### src/rtl/lsu_controller.sv
`default_nettype none
// ============================================================================
// Module   : lsu_controller
// Purpose  : Load/store sequencer between the execute stage and a
//            word-addressed data memory (sync write, combinational read).
//            Turns RISC-V byte/halfword/word loads and stores into word
//            accesses: loads extract and extend the addressed lane, sub-word
//            stores run a read-modify-write. Misaligned accesses and illegal
//            funct3 values are reported with rsp_err and never touch memory.
// Ports    : clk, rst          - clock, asynchronous active-high reset
//            req_valid/ready   - request handshake (ready only in IDLE)
//            req_we/funct3     - store flag and RISC-V funct3
//            req_addr/wdata    - byte address, right-aligned store data
//            rsp_valid/rdata/err - one-cycle response pulse
//            mem_we/a/wd/rd    - data memory port (word index on mem_a)
// Revision : 1.0 - initial release
// ============================================================================
module lsu_controller #(
  parameter int ADDR_WIDTH = 32,
  parameter int DATA_WIDTH = 32
) (
  input  logic                  clk,
  input  logic                  rst,
  input  logic                  req_valid,
  output logic                  req_ready,
  input  logic                  req_we,
  input  logic [2:0]            req_funct3,
  input  logic [ADDR_WIDTH-1:0] req_addr,
  input  logic [DATA_WIDTH-1:0] req_wdata,
  output logic                  rsp_valid,
  output logic [DATA_WIDTH-1:0] rsp_rdata,
  output logic                  rsp_err,
  output logic                  mem_we,
  output logic [ADDR_WIDTH-1:0] mem_a,
  output logic [DATA_WIDTH-1:0] mem_wd,
  input  logic [DATA_WIDTH-1:0] mem_rd
);

  localparam logic [2:0] c_F3_B  = 3'b000;
  localparam logic [2:0] c_F3_H  = 3'b001;
  localparam logic [2:0] c_F3_W  = 3'b010;
  localparam logic [2:0] c_F3_BU = 3'b100;
  localparam logic [2:0] c_F3_HU = 3'b101;

  typedef enum logic [2:0] {
    S_IDLE   = 3'd0,
    S_LOAD   = 3'd1,
    S_RMW_RD = 3'd2,
    S_WRITE  = 3'd3,
    S_RESP   = 3'd4
  } state_t;

  state_t                  r_state;
  state_t                  w_state_nxt;
  logic [ADDR_WIDTH-1:0]   r_addr_q;
  logic [2:0]              r_f3_q;
  logic [DATA_WIDTH-1:0]   r_wd_q;
  logic                    r_we_q;
  logic                    r_err_q;
  logic [DATA_WIDTH-1:0]   r_merge_q;
  logic [DATA_WIDTH-1:0]   r_rdata_q;

  logic                    w_accept;
  logic                    w_req_err;
  logic [7:0]              w_byte;
  logic [15:0]             w_half;
  logic [DATA_WIDTH-1:0]   w_load_data;
  logic [DATA_WIDTH-1:0]   w_merged;

  assign w_accept = req_valid && (r_state == S_IDLE);

  // Request legality, evaluated on the raw request so the error path can
  // skip every memory state.
  always_comb begin
    w_req_err = 1'b0;
    if (req_we) begin
      case (req_funct3)
        c_F3_B:  w_req_err = 1'b0;
        c_F3_H:  w_req_err = req_addr[0];
        c_F3_W:  w_req_err = |req_addr[1:0];
        default: w_req_err = 1'b1;
      endcase
    end else begin
      case (req_funct3)
        c_F3_B, c_F3_BU: w_req_err = 1'b0;
        c_F3_H, c_F3_HU: w_req_err = req_addr[0];
        c_F3_W:          w_req_err = |req_addr[1:0];
        default:         w_req_err = 1'b1;
      endcase
    end
  end

  // Load lane extraction and extension.
  always_comb begin
    case (r_addr_q[1:0])
      2'd0:    w_byte = mem_rd[7:0];
      2'd1:    w_byte = mem_rd[15:8];
      2'd2:    w_byte = mem_rd[23:16];
      default: w_byte = mem_rd[31:24];
    endcase
    w_half = r_addr_q[1] ? mem_rd[31:16] : mem_rd[15:0];
    case (r_f3_q)
      c_F3_B:  w_load_data = {{24{w_byte[7]}}, w_byte};
      c_F3_H:  w_load_data = {{16{w_half[15]}}, w_half};
      c_F3_BU: w_load_data = {24'd0, w_byte};
      c_F3_HU: w_load_data = {16'd0, w_half};
      default: w_load_data = mem_rd;
    endcase
  end

  // Sub-word store merge: the word read in RMW_RD with one lane replaced.
  always_comb begin
    w_merged = r_merge_q;
    if (r_f3_q == c_F3_B) begin
      case (r_addr_q[1:0])
        2'd0:    w_merged[7:0]   = r_wd_q[7:0];
        2'd1:    w_merged[15:8]  = r_wd_q[7:0];
        2'd2:    w_merged[23:16] = r_wd_q[7:0];
        default: w_merged[31:24] = r_wd_q[7:0];
      endcase
    end else if (r_addr_q[1]) begin
      w_merged[31:16] = r_wd_q[15:0];
    end else begin
      w_merged[15:0] = r_wd_q[15:0];
    end
  end

  always_ff @(posedge clk or posedge rst) begin
    if (rst) begin
      r_state   <= S_IDLE;
      r_addr_q  <= '0;
      r_f3_q    <= '0;
      r_wd_q    <= '0;
      r_we_q    <= 1'b0;
      r_err_q   <= 1'b0;
      r_merge_q <= '0;
      r_rdata_q <= '0;
    end else begin
      r_state <= w_state_nxt;
      if (w_accept) begin
        r_addr_q  <= req_addr;
        r_f3_q    <= req_funct3;
        r_wd_q    <= req_wdata;
        r_we_q    <= req_we;
        r_err_q   <= w_req_err;
        r_rdata_q <= '0;
      end
      if (r_state == S_LOAD) begin
        r_rdata_q <= w_load_data;
      end
      if (r_state == S_RMW_RD) begin
        r_merge_q <= mem_rd;
      end
    end
  end

  // Next state and state-decoded outputs. mem_we depends only on r_state so
  // an asynchronous reset drops it immediately.
  always_comb begin
    w_state_nxt = r_state;
    req_ready   = 1'b0;
    rsp_valid   = 1'b0;
    rsp_err     = 1'b0;
    rsp_rdata   = '0;
    mem_we      = 1'b0;
    mem_wd      = (r_f3_q == c_F3_W) ? r_wd_q : w_merged;
    mem_a       = {2'b00, r_addr_q[ADDR_WIDTH-1:2]};
    case (r_state)
      S_IDLE: begin
        req_ready = 1'b1;
        if (req_valid) begin
          if (w_req_err)                 w_state_nxt = S_RESP;
          else if (!req_we)              w_state_nxt = S_LOAD;
          else if (req_funct3 == c_F3_W) w_state_nxt = S_WRITE;
          else                           w_state_nxt = S_RMW_RD;
        end
      end
      S_LOAD:   w_state_nxt = S_RESP;
      S_RMW_RD: w_state_nxt = S_WRITE;
      S_WRITE: begin
        mem_we      = 1'b1;
        w_state_nxt = S_RESP;
      end
      S_RESP: begin
        rsp_valid   = 1'b1;
        rsp_err     = r_err_q;
        rsp_rdata   = (r_we_q || r_err_q) ? '0 : r_rdata_q;
        w_state_nxt = S_IDLE;
      end
      default: w_state_nxt = S_IDLE;
    endcase
  end

endmodule
`default_nettype wire

### config.mk
export PLATFORM = sky130hd
export DESIGN_NAME = lsu_controller
export DESIGN_NICKNAME = d
export VERILOG_FILES = /design/src/rtl/lsu_controller.sv
export SDC_FILE = /design/constraint.sdc
export NUM_CORES = 1
export LEC_CHECK = 0
export ABC_AREA = 1
export CAP_MARGIN = 20
export CORE_AREA = 2 2 125 127
export CTS_CLUSTER_DIAMETER = 60
export CTS_CLUSTER_SIZE = 12
export DETAILED_ROUTE_END_ITERATION = 6
export DIE_AREA = 0 0 127 129
export GPL_TIMING_DRIVEN = 0
export PLACE_DENSITY = 0.81
export SLEW_MARGIN = 10
export SYNTH_ARGS = -nofsm -noshare
export SYNTH_HDL_FRONTEND = slang
export SYNTH_SLANG_ARGS = --single-unit
### constraint.sdc
create_clock -name clk -period 7.9 [get_ports clk]
set_input_delay 1.58 -clock clk [delete_from_list [all_inputs] [get_ports clk]]
set_output_delay 1.58 -clock clk [all_outputs]
set_load 0.02 [all_outputs]
Yosys cells after proc, flatten, opt, wreduce, memory -nomap -nowiden
Index checks and enable logic that the tools add are counted.
{ "classes": {"n_eq_ne": 15, "muxes": 27, "n_reduce_logical": 12} }
{ "ops": {"columns": ["op", "count"], "rows": [
  ["32-bit 2-to-1 mux", 6],
  ["32-bit case mux with 4 select lines", 1],
  ["16-bit 2-to-1 mux", 3],
  ["8-bit 2-to-1 mux", 4],
  ["8-bit case mux with 3 select lines", 1],
  ["3-bit == test, second input constant", 5],
  ["3-bit by 2-bit == test with 1-bit output, second input constant", 4],
  ["3-bit by 1-bit == test with 1-bit output, second input constant", 3],
  ["3-bit logical NOT", 3],
  ["3-bit case mux with 3 select lines", 1],
  ["2-bit OR reduction", 4],
  ["1-bit 2-to-1 mux", 6],
  ["3-bit 2-to-1 mux", 2],
  ["1-bit case mux with 3 select lines", 2],
  ["3-bit OR reduction", 1],
  ["2-bit by 1-bit == test with 1-bit output, second input constant", 1],
  ["2-bit == test, second input constant", 1],
  ["2-bit logical NOT", 1],
  ["2-bit 2-to-1 mux", 1],
  ["2-bit inequality test, second input constant", 1],
  ["2-bit nonzero test", 1],
  ["1-bit logical AND", 1],
  ["1-bit logical OR", 1]
]} }
{ "word_totals": {"ff_bits": 136, "in_bits": 103, "output_inout_bits": 100, "wordCells": 62} }

Logic depth before layout (Yosys ltp)
{ "depth": {"depth_word": 7, "mapped_depth": 9, "depth_no_buf": 9} }

Least setup slack after synthesis
Ideal clock, no wire load.
{ "synth_path": {"kind": "register to output", "from": "register r_f3_q[0]", "to": "output mem_wd[10]", "arrival_ns": 1.577, "required_ns": 6.320, "path_slack_ns": 4.743, "stages_incl_launch_ff": 5, "path_buffers": 1, "path_cell_list": "dfrtp_1 nor3_4 inv_2 clkbuf_1 o21ai_0"} }
{ "synth_via": {"elab_chain_len": 3, "elab_cells_between_ends": 4} }
{ "synth_lines": {"columns": ["element", "line", "text"], "rows": [
  ["start: declaration", "56", "logic [2:0] r_f3_q;"],
  ["start signal: assignment", "142", "r_f3_q <= req_funct3;"],
  ["3-bit logical NOT", "114", "if (r_f3_q == c_F3_B) begin"],
  ["32-bit 2-to-1 mux", "114", null],
  ["32-bit 2-to-1 mux *", "166", "mem_wd = (r_f3_q == c_F3_W) ? r_wd_q : w_merged;"],
  ["end: declaration", "35", "output logic [DATA_WIDTH-1:0] mem_wd,"]
]} }
Every way passes the cells marked *; elsewhere a longest branch is shown, timed or not.

Worst setup path in the final report
{ "layout_path": {"from": "register r_f3_q[0]", "to": "output mem_wd[1]"} }
The elaborated chain is that of the path after synthesis.

==> results.tsv <==
stage	metric	value	unit
die	die-area	16400	sq um
setup_path	required	6320	ps
setup_path	rr_endpoint	r_wd_q[6]	
final_layout	regArea	3400	sq um
grt	grt_pass1_vias	7340	
sta	min_period_over_period	0.543	
final_layout	drive_gt1_frac	0.0929	
clocking	worstSkewPairLatency	430	ps
die	die_h	129	um
grt	grt_pass1_wl	36700	um
place	place_congestion	0.968	
clocking	cts_root_buffer	clkbuf_16	
final_layout	final.fill_count	1305	
pwr	finalPower	4.78	mW
clocking	cts_tree	done	
die	rows	45	
pwr	p_leak	5.09	nW
sta	max_slew.worst_pin.slew	641	ps
die	start_util	0.492	
setup_path	crit_path_end	mem_wd[1]	
synthesis	ys_warn_count	0	
die	io_pins	203	
final_layout	num_antenna_cells	0	
pwr	switchingPower	2.14	mW
detailed_routing	via_per_inst	5.21	
detailed_routing	firstDrtPassIters	5	
setup_path	start_kind	flop	
setup_path	endpoint_kind	output port	
clocking	cts.clk_slew.worst_paths	60	ps
setup_path	worstPathMaxFanout	10	
grt	antenna_found_initial	0	
clocking	postCtsSetupRepairBufs	0	
pwr	clockPowerShare	0.184	
detailed_routing	postRouteAntennaNets	0	
pwr	internal_power	2.64	mW
setup_path	r2r_slack	5950	ps
sta	slew_violations	0	
synthesis	syn_inst	1026	
detailed_routing	detail_route.wl_per_cell	16.0	um
pwr	combPwrFrac	0.553	
sta	finalHoldViolCount	0	
worst_hold_path	hold_class	reg -> reg	
clocking	cts_made_buffers	17	
sta	setup_viol	0	
final_layout	final_nets	1350	
sta	fin_setup_tns	0	ps
status	outcome	complete, no violations	
detailed_routing	drc	0	
clocking	clock-sinks	136	
sta	skew	8.09	ps
grt	grt_max_degree	83	
clocking	cts.path.max_buffers	2	
sta	rsz0062_at_grt	no	
die	core-area	15000	sq um
setup_path	cp.arrival	2710	ps
sta	period_needed	4290	ps
synthesis	avgSynthCellArea	7.19	sq um
detailed_routing	drtIter0Drc	701	
sta	slew_headroom	0.573	
sta	fmax	0.233	GHz
grt	grt_usage	0.288	
place	portBuffers	200	
synthesis	synth-seq-cells	136	
pwr	pwr-share-seq	0.262	
setup_path	r2r-start	r_state[0]	
pwr	switching_share	0.447	
place	dp_hpwl	17300	um
detailed_routing	routed_wl	23200	um
synthesis	synthDistinctLibCells	34	
synthesis	seq_area_frac_synth	0.461	
grt	grt_overflow	0	
setup_path	crit_type	reg -> out	
pwr	irDropWorstVdd	270	uV
clocking	h-tree-depth	4	
final_layout	multi_input_area	3150	sq um
final_layout	syn_to_final_growth	39.5	%
die	die_w	127	um
clocking	cts.hold.buffers_added	0	
clocking	ctsResizeCount	0	
pwr	p_per_area	464	nW/um^2
synthesis	synth.cell_area	7370	sq um
setup_path	reg2regPathDepth	8	
setup_path	crit_start	r_f3_q[0]	
flow_run	maxCapViolations	0	
detailed_routing	num_vias	7537	
-- metal layers --
metal  vias to the layer above  GRT usage  wire, um
met2                       338      0.456     10900
met3                        64     0.0765      2000
li1                       3608          -         -
met5                         -          0         0
met4                         0      0.120       786
met1                      3527      0.377      9560
-- cell usage after synthesis --
master | n | area share
a21oi_1 | 51 | 0.035
a31oi_1 | 1 | 0.00085
and2_1 | 3 | 0.0025
buf_1 | 3 | 0.0015
buf_2 | 18 | 0.012
buf_4 | 34 | 0.035
buf_6 | 1 | 0.0015
clkbuf_1 | 28 | 0.014
clkbuf_2 | 1 | 0.00068
conb_1 | 1 | 0.00051
dfrtp_1 | 136 | 0.46
inv_1 | 85 | 0.043
inv_2 | 4 | 0.0020
inv_4 | 2 | 0.0017
nand2_1 | 428 | 0.22
nand2_2 | 3 | 0.0025
nand2_4 | 1 | 0.0015
nand2_8 | 1 | 0.0027
nand3_1 | 24 | 0.016
nand3_4 | 2 | 0.0048
nand4_1 | 4 | 0.0034
nor2_1 | 53 | 0.027
nor2_2 | 2 | 0.0017
nor2_4 | 2 | 0.0031
nor2_8 | 1 | 0.0027
nor3_1 | 4 | 0.0027
nor3_4 | 1 | 0.0022
o211ai_1 | 5 | 0.0051
o21ai_0 | 106 | 0.072
o21ai_1 | 3 | 0.0020
o21ai_2 | 8 | 0.0095
o21ai_4 | 2 | 0.0044
o22ai_1 | 7 | 0.0059
or2_2 | 1 | 0.00085
-- flip-flops by register name, indices dropped and copies added, names as in the netlist --
| signal | count |
|---|---|
| r_addr_q | 32 |
| r_err_q | 1 |
| r_f3_q | 3 |
| r_merge_q | 32 |
| r_rdata_q | 32 |
| r_state | 3 |
| r_wd_q | 32 |
| r_we_q | 1 |
-- power groups by stage --
stage,clock (mW),sequential (mW),combinational (mW)
after global placement,0,1.24,2.57
after detailed placement,0,1.25,2.62
after global routing,0.917,1.28,2.89
after CTS,0.884,1.24,2.64
final,0.881,1.25,2.64
after floorplan,0,1.17,1.67
-- layout by cell type, fill, tap and decap left out, types with 3 or more instances in the layout --
| cell | count |
|---|---|
| a21oi_1 | 51 |
| and2_1 | 3 |
| buf_1 | 3 |
| buf_2 | 18 |
| buf_4 | 34 |
| bufinv_16 | 5 |
| clkbuf_1 | 29 |
| clkbuf_16 | 17 |
| clkdlybuf4s50_1 | 200 |
| clkinv_2 | 5 |
| dfrtp_1 | 136 |
| inv_1 | 84 |
| inv_2 | 4 |
| nand2_1 | 428 |
| nand2_2 | 3 |
| nand3_1 | 24 |
| nand4_1 | 4 |
| nor2_1 | 53 |
| nor3_1 | 4 |
| o211ai_1 | 5 |
| o21ai_0 | 106 |
| o21ai_1 | 3 |
| o21ai_2 | 8 |
| o22ai_1 | 7 |
-- critical path, stage by stage, from the launching register on --
cell,delay (ps)
dfrtp_1,490
nor2_4,280
nand2_8,140
nand2_4,120
inv_4,70
nor2_8,120
o21ai_4,110
buf_6,170
o21ai_2,120
clkdlybuf4s50_1,650
-- cell families (layout without fill, tap and decap cells) --
family                 after synthesis  in the layout  share of synthesized area
AND/OR/NAND/NOR                    530            530                      0.292
AO/OA/AOI/OAI                      183            183                      0.134
buffers and inverters              176            409                      0.112
flip-flops                         136            136                      0.461
other                                1              2                   0.000509
-- layout make-up --
type                    count  share of cell area
multi-input cells         715               0.306
inverters                  91              0.0342
plain buffers              85              0.0464
flip-flops and latches    136               0.331
clock buffers              19              0.0430
repair buffers            201               0.197
clock inverters            13              0.0195
well taps                 188              0.0229
-- per-stage QoR --
step	hold slack, ps	std cells	utilization	worst slack [ps]	area (sq um)
2_1_floorplan	446	1027	-	2680	7380
3_3_place_gp	463	1415	0.642	772	9620
3_5_place_dp	466	1416	0.644	4100	9650
4_1_cts	482	1448	0.687	3630	10300
5_1_grt	499	1448	0.687	3480	10300
6_report	478	1448	0.687	3610	10300
-- how the worst min path moves through the flow --
stage | slack [ps] | endpoint | depth (start not counted) | startpoint
6_report | 480 | r_addr_q[11] | 2 | r_addr_q[11]
3_5_place_dp | 470 | r_wd_q[19] | 2 | r_wd_q[19]
5_1_grt | 500 | r_we_q | 2 | r_we_q
3_3_place_gp | 460 | r_addr_q[14] | 2 | r_addr_q[14]
2_1_floorplan | 450 | r_we_q | 2 | r_we_q
4_1_cts | 480 | r_rdata_q[25] | 2 | r_rdata_q[25]
Note: power is estimated with default switching activity, not from simulation.
==> variant 1, RTL diff (same flow settings) <==
Encoding of `state_t`: now one-hot (5 bits for 5 states).
--- a/src/rtl/lsu_controller.sv
+++ b/src/rtl/lsu_controller.sv
@@ -42,12 +42,12 @@
   localparam logic [2:0] c_F3_BU = 3'b100;
   localparam logic [2:0] c_F3_HU = 3'b101;
 
-  typedef enum logic [2:0] {
-    S_IDLE   = 3'd0,
-    S_LOAD   = 3'd1,
-    S_RMW_RD = 3'd2,
-    S_WRITE  = 3'd3,
-    S_RESP   = 3'd4
+  typedef enum logic [4:0] {
+    S_IDLE   = 5'b00001,
+    S_LOAD   = 5'b00010,
+    S_RMW_RD = 5'b00100,
+    S_WRITE  = 5'b01000,
+    S_RESP   = 5'b10000
   } state_t;
 
   state_t                  r_state;
Behaviour: no difference found for any inputs over 4 cycles, from zero or initial values and one cycle with rst high; so few cycles prove little.
==> variant 1 against the original RTL <==
Global-route usage up 0.32 points. Power down 6.1%. Worst hold slack worse by 7.3 ps. Clock power up 0.7%. Register-to-register slack better by 130 ps. Sequential cell count up 2. Worst setup slack worse by 24 ps. Final area up 1.2%. Synthesized area up 1.6%. Combinational power down 8.7%. First-iteration DRC count down 9.7%. Routed wire length up 2.0%.
==> variant 1: results (changes against the original RTL) <==
\begin{tabular}{lr}
\hline
Metric & Value \\
\hline
\multicolumn{2}{l}{\textbf{Outcome}} \\
\quad Status & finished, final reports clean \\
\multicolumn{2}{l}{\textbf{GRT}} \\
\quad Initial antenna violation count & 1 (+1) \\
\quad Total GRT Usage & 0.291 (+0.00324) \\
\quad Maximum number of pins on one net before global-route repair & 71 (-14\%) \\
\quad Wire length of the first global-routing pass & 36900 um (+0.62\%) \\
\multicolumn{2}{l}{\textbf{Finish}} \\
\quad Multi-input gate share of total cell area & 0.307 (+0.000721) \\
\quad Number of inserted filler cells in the final layout & 1237 (-5.2\%) \\
\quad Clock-cell share & 0.0624 (-0.000135) \\
\quad Reg area & 3450 sq um (+1.5\%) \\
\quad Layout cell share with drive strength beyond 1 & 0.0938 (+0.000917) \\
\quad Final-layout clock buffer total & 20 (+1) \\
\quad Nets & 1360 (+0.74\%) \\
\quad Count of inverters other than clock inverters in the layout & 90 (-1.1\%) \\
\quad Number of combinational gates with multiple inputs & 723 (+1.1\%) \\
\quad Total number of sequential cells & 138 (+1.5\%) \\
\quad Buffer share of cell area & 0.243 (-0.000826) \\
\multicolumn{2}{l}{\textbf{Detailed routing}} \\
\quad Final routed wirelength across all metal layers & 23700 um (+2.0\%) \\
\quad Iteration-0 DRC count of the detailed router & 633 (-9.7\%) \\
\quad Via count & 7632 (+1.3\%) \\
\multicolumn{2}{l}{\textbf{Place}} \\
\quad Final GP Congestion & 0.925 (-4.4\%) \\
\multicolumn{2}{l}{\textbf{Power and ir drop}} \\
\quad Reported leakage power & 0.00519 uW (+2.0\%) \\
\quad Highest ir drop seen on vdd & 0.273 mV (+0.77\%) \\
\multicolumn{2}{l}{\textbf{Yosys}} \\
\quad Synth top cells by count & sky130\_fd\_sc\_hd\_\_nand2\_1 (430), sky130\_fd\_sc\_hd\_\_dfrtp\_1 (137), sky130\_fd\_sc\_hd\_\_o21ai\_0 (86), sky130\_fd\_sc\_hd\_\_inv\_1 (81), sky130\_fd\_sc\_hd\_\_a21oi\_1 (47) \\
\quad Most area-consuming cells after synthesis & sky130\_fd\_sc\_hd\_\_dfrtp\_1 (46\%), sky130\_fd\_sc\_hd\_\_nand2\_1 (22\%), sky130\_fd\_sc\_hd\_\_o21ai\_0 (5.7\%) \\
\quad Register area share after synthesis & 0.461 (about the same) \\
\quad Number of library cell types mapped by synthesis & 32 (-5.9\%) \\
\multicolumn{2}{l}{\textbf{STA}} \\
\quad Worst Tran Pin Value & 650 ps (+9.15 ps) \\
\quad Final worst clock skew & 5.95 ps (-2.15 ps) \\
\quad Final hold slack & 471 ps (-7.31 ps) \\
\multicolumn{2}{l}{\textbf{Setup path}} \\
\quad Data arrival at the endpoint of the critical path & 2730 ps (+20 ps) \\
\multicolumn{2}{l}{\textbf{Clock tree}} \\
\quad Clock transition at the register clock pins on the worst setup and hold paths after CTS & 60 ps (about the same) \\
\quad Source-to-sink clock delay at the later pin of the worst-skew pair & 430 ps (about the same) \\
\hline
\end{tabular}
-- variant 1: cells by family after synthesis --
family | Yosys count | share of synthesized area
AO/OA/AOI/OAI | 179 | 0.126
other | 1 | 0.000501
flip-flops | 138 | 0.461
AND/OR/NAND/NOR | 542 | 0.300
buffers and inverters | 176 | 0.113
-- variant 1: layer usage --
| metal | up-vias | routed length [um] | GRT usage |
|---|---|---|---|
| li1 | 3665 | - | - |
| met1 | 3549 | 9740 | 0.380 |
| met2 | 355 | 11100 | 0.476 |
| met3 | 63 | 2210 | 0.0769 |
| met4 | 0 | 584 | 0.0931 |
| met5 | - | 0 | 0 |
-- variant 1: report_power, final --
part           total, uW  internal, uW  leakage, uW  switching, uW
clock                887           575     0.000312            312
sequential          1190           987      0.00170            201
combinational       2410           983      0.00318           1430
-- variant 1: per-stage QoR --
step / worst slack (ps) / area [sq um] / power (uW) / std cells
after global placement: 755 / 9730 / 3530 / 1425
after detailed placement: 4090 / 9760 / 3570 / 1426
final: 3590 / 10400 / 4490 / 1457
after CTS: 3640 / 10400 / 4470 / 1457
after floorplan: 2630 / 7490 / 2620 / 1037
after global routing: 3490 / 10400 / 4760 / 1457
-- variant 1: final timing paths --
path	start	cells after the start	to
worst max-delay path	r_addr_q[0]$_DFFE_PP0P_	8	mem_wd[15]
worst min-delay path	r_wd_q[20]$_DFFE_PP0P_	2	r_wd_q[20]$_DFFE_PP0P_
worst max register to register	r_state[3]$_DFFE_PP0P_	9	r_rdata_q[19]$_DFFE_PP0P_
worst min register to register	r_wd_q[20]$_DFFE_PP0P_	2	r_wd_q[20]$_DFFE_PP0P_
max in group asynchronous	rst	3	r_wd_q[23]$_DFFE_PP0P_
min in group asynchronous	rst	2	r_addr_q[20]$_DFFE_PP0P_
==> variant 2, RTL diff (same settings) <==
Made on the original files. The parameter `ADDR_WIDTH` goes from 32 to 24.
--- a/src/rtl/lsu_controller.sv
+++ b/src/rtl/lsu_controller.sv
@@ -16,7 +16,7 @@
 // Revision : 1.0 - initial release
 // ============================================================================
 module lsu_controller #(
-  parameter int ADDR_WIDTH = 32,
+  parameter int ADDR_WIDTH = 24,
   parameter int DATA_WIDTH = 32
 ) (
   input  logic                  clk,
Interface: changed (resized mem_a and req_addr); port bits go from 203 to 187. The function was not compared with the original's and may differ.
==> variant 2 against the original RTL <==
Critical path type unchanged. Sequential share of layout area is 0.45 points lower. Worst hold slack improved by 2.3 ps. Synthesized area down 3.5%. Final cell count fell by 9.7%. Sequential cell count is 8 lower. Worst setup slack improved by 39 ps. Register-to-register slack improved by 270 ps. Routed wire length fell by 8.3%. Final area down 4.6%. Power decreased by 1.4%. Synthesized cell count down 12%. Non-clock buffer count down 31.
==> variant 2: results (changes against the original RTL) <==
\begin{tabular}{lr}
\hline
Metric & Value \\
\hline
\multicolumn{2}{l}{\textbf{Finish}} \\
\quad Final-layout clock buffer total & 27 (+8) \\
\quad Layout cell share with drive strength beyond 1 & 0.136 (+0.0429) \\
\quad Buffer share of cell area & 0.238 (-0.00614) \\
\quad Nets & 1202 (-11\%) \\
\quad Clock-cell share & 0.0599 (-0.00260) \\
\quad Fraction of area in registers & 0.326 (-0.00450) \\
\quad Non-clock buffers & 255 (-11\%) \\
\quad Count of inverters other than clock inverters in the layout & 87 (-4.4\%) \\
\quad Number of inserted filler cells in the final layout & 1255 (-3.8\%) \\
\quad Area of the multi-input gates & 3130 sq um (-0.75\%) \\
\multicolumn{2}{l}{\textbf{Detailed routing}} \\
\quad Iteration-0 DRC count of the detailed router & 626 (-11\%) \\
\quad Wire length on met2 & 10100 um (-7.3\%) \\
\quad Detailed route wirelength on metal3 & 1920 um (-4.3\%) \\
\quad Final routed wirelength across all metal layers & 21300 um (-8.3\%) \\
\quad Vias/cell & 5.17 (-0.68\%) \\
\multicolumn{2}{l}{\textbf{STA}} \\
\quad Worst Tran Pin Value & 531 ps (-110 ps) \\
\quad Final worst clock skew & 8.50 ps (+0.403 ps) \\
\multicolumn{2}{l}{\textbf{Yosys}} \\
\quad Post-synthesis mux area share & 0.0749 (+0.0749) \\
\quad Register area share after synthesis & 0.450 (-0.0115) \\
\quad Synthesized area per cell & 7.89 sq um (+9.8\%) \\
\quad Number of library cell types mapped by synthesis & 35 (+2.9\%) \\
\quad Compound-cell area share of the yosys netlist & 0.139 (+0.00484) \\
\quad Synth top cells by count & sky130\_fd\_sc\_hd\_\_nand2\_1 (295), sky130\_fd\_sc\_hd\_\_dfrtp\_1 (128), sky130\_fd\_sc\_hd\_\_o21ai\_0 (85), sky130\_fd\_sc\_hd\_\_inv\_1 (80), sky130\_fd\_sc\_hd\_\_nor2\_1 (71) \\
\quad Flops \& latches, synth & 128 (-5.9\%) \\
\multicolumn{2}{l}{\textbf{GRT}} \\
\quad Wire length of the first global-routing pass & 33900 um (-7.7\%) \\
\quad Fraction of met1 tracks used by global routing & 0.355 (-0.0227) \\
\quad Met2 GRT Util & 0.427 (-0.0288) \\
\quad Total GRT Usage & 0.268 (-0.0193) \\
\multicolumn{2}{l}{\textbf{Place}} \\
\quad Minimum setup slack after placement & 4130 ps (+34.5 ps) \\
\multicolumn{2}{l}{\textbf{Power and ir drop}} \\
\quad Clock network power share & 0.167 (-0.017) \\
\quad Total power divided by cell area & 480 nW/um\^{}2 (+3.4\%) \\
\quad Reported leakage power & 0.00478 uW (-6.0\%) \\
\quad Power spent charging and discharging nets & 2050 uW (-3.9\%) \\
\quad Post-layout total power & 4710 uW (-1.4\%) \\
\quad Highest ir drop seen on vdd & 0.373 mV (+38\%) \\
\multicolumn{2}{l}{\textbf{Setup path}} \\
\quad Slowest Stage Delay on Critical Path & 620 ps (-30 ps) \\
\multicolumn{2}{l}{\textbf{Outcome}} \\
\quad Status & finished, final reports clean \\
\hline
\end{tabular}
variant 2: changes by cell type after synthesis, sizes merged, moves of 10 or more:
cell	before	now
nand3	26	16
o21ai	119	100
nand2	433	301
a21oi	51	68
clkbuf	29	11
mux2	0	39
nor2	58	75
variant 2: worst paths after layout:
| check | startpoint | to | slack (ps) | cells after the start |
|---|---|---|---|---|
| setup / recovery | r_f3_q[0]$_DFFE_PP0P_ | mem_wd[12] | 3650 | 9 |
| hold / removal | r_rdata_q[0]$_DFFE_PP0P_ | r_rdata_q[0]$_DFFE_PP0P_ | 480 | 2 |
| setup reg to reg | r_state[2]$_DFFE_PP0P_ | r_rdata_q[2]$_DFFE_PP0P_ | 6220 | 7 |
| hold reg to reg | r_rdata_q[0]$_DFFE_PP0P_ | r_rdata_q[0]$_DFFE_PP0P_ | 480 | 2 |
| max in group asynchronous | rst | r_rdata_q[10]$_DFFE_PP0P_ | 5590 | 3 |
| min in group asynchronous | rst | r_addr_q[21]$_DFFE_PP0P_ | 1540 | 2 |
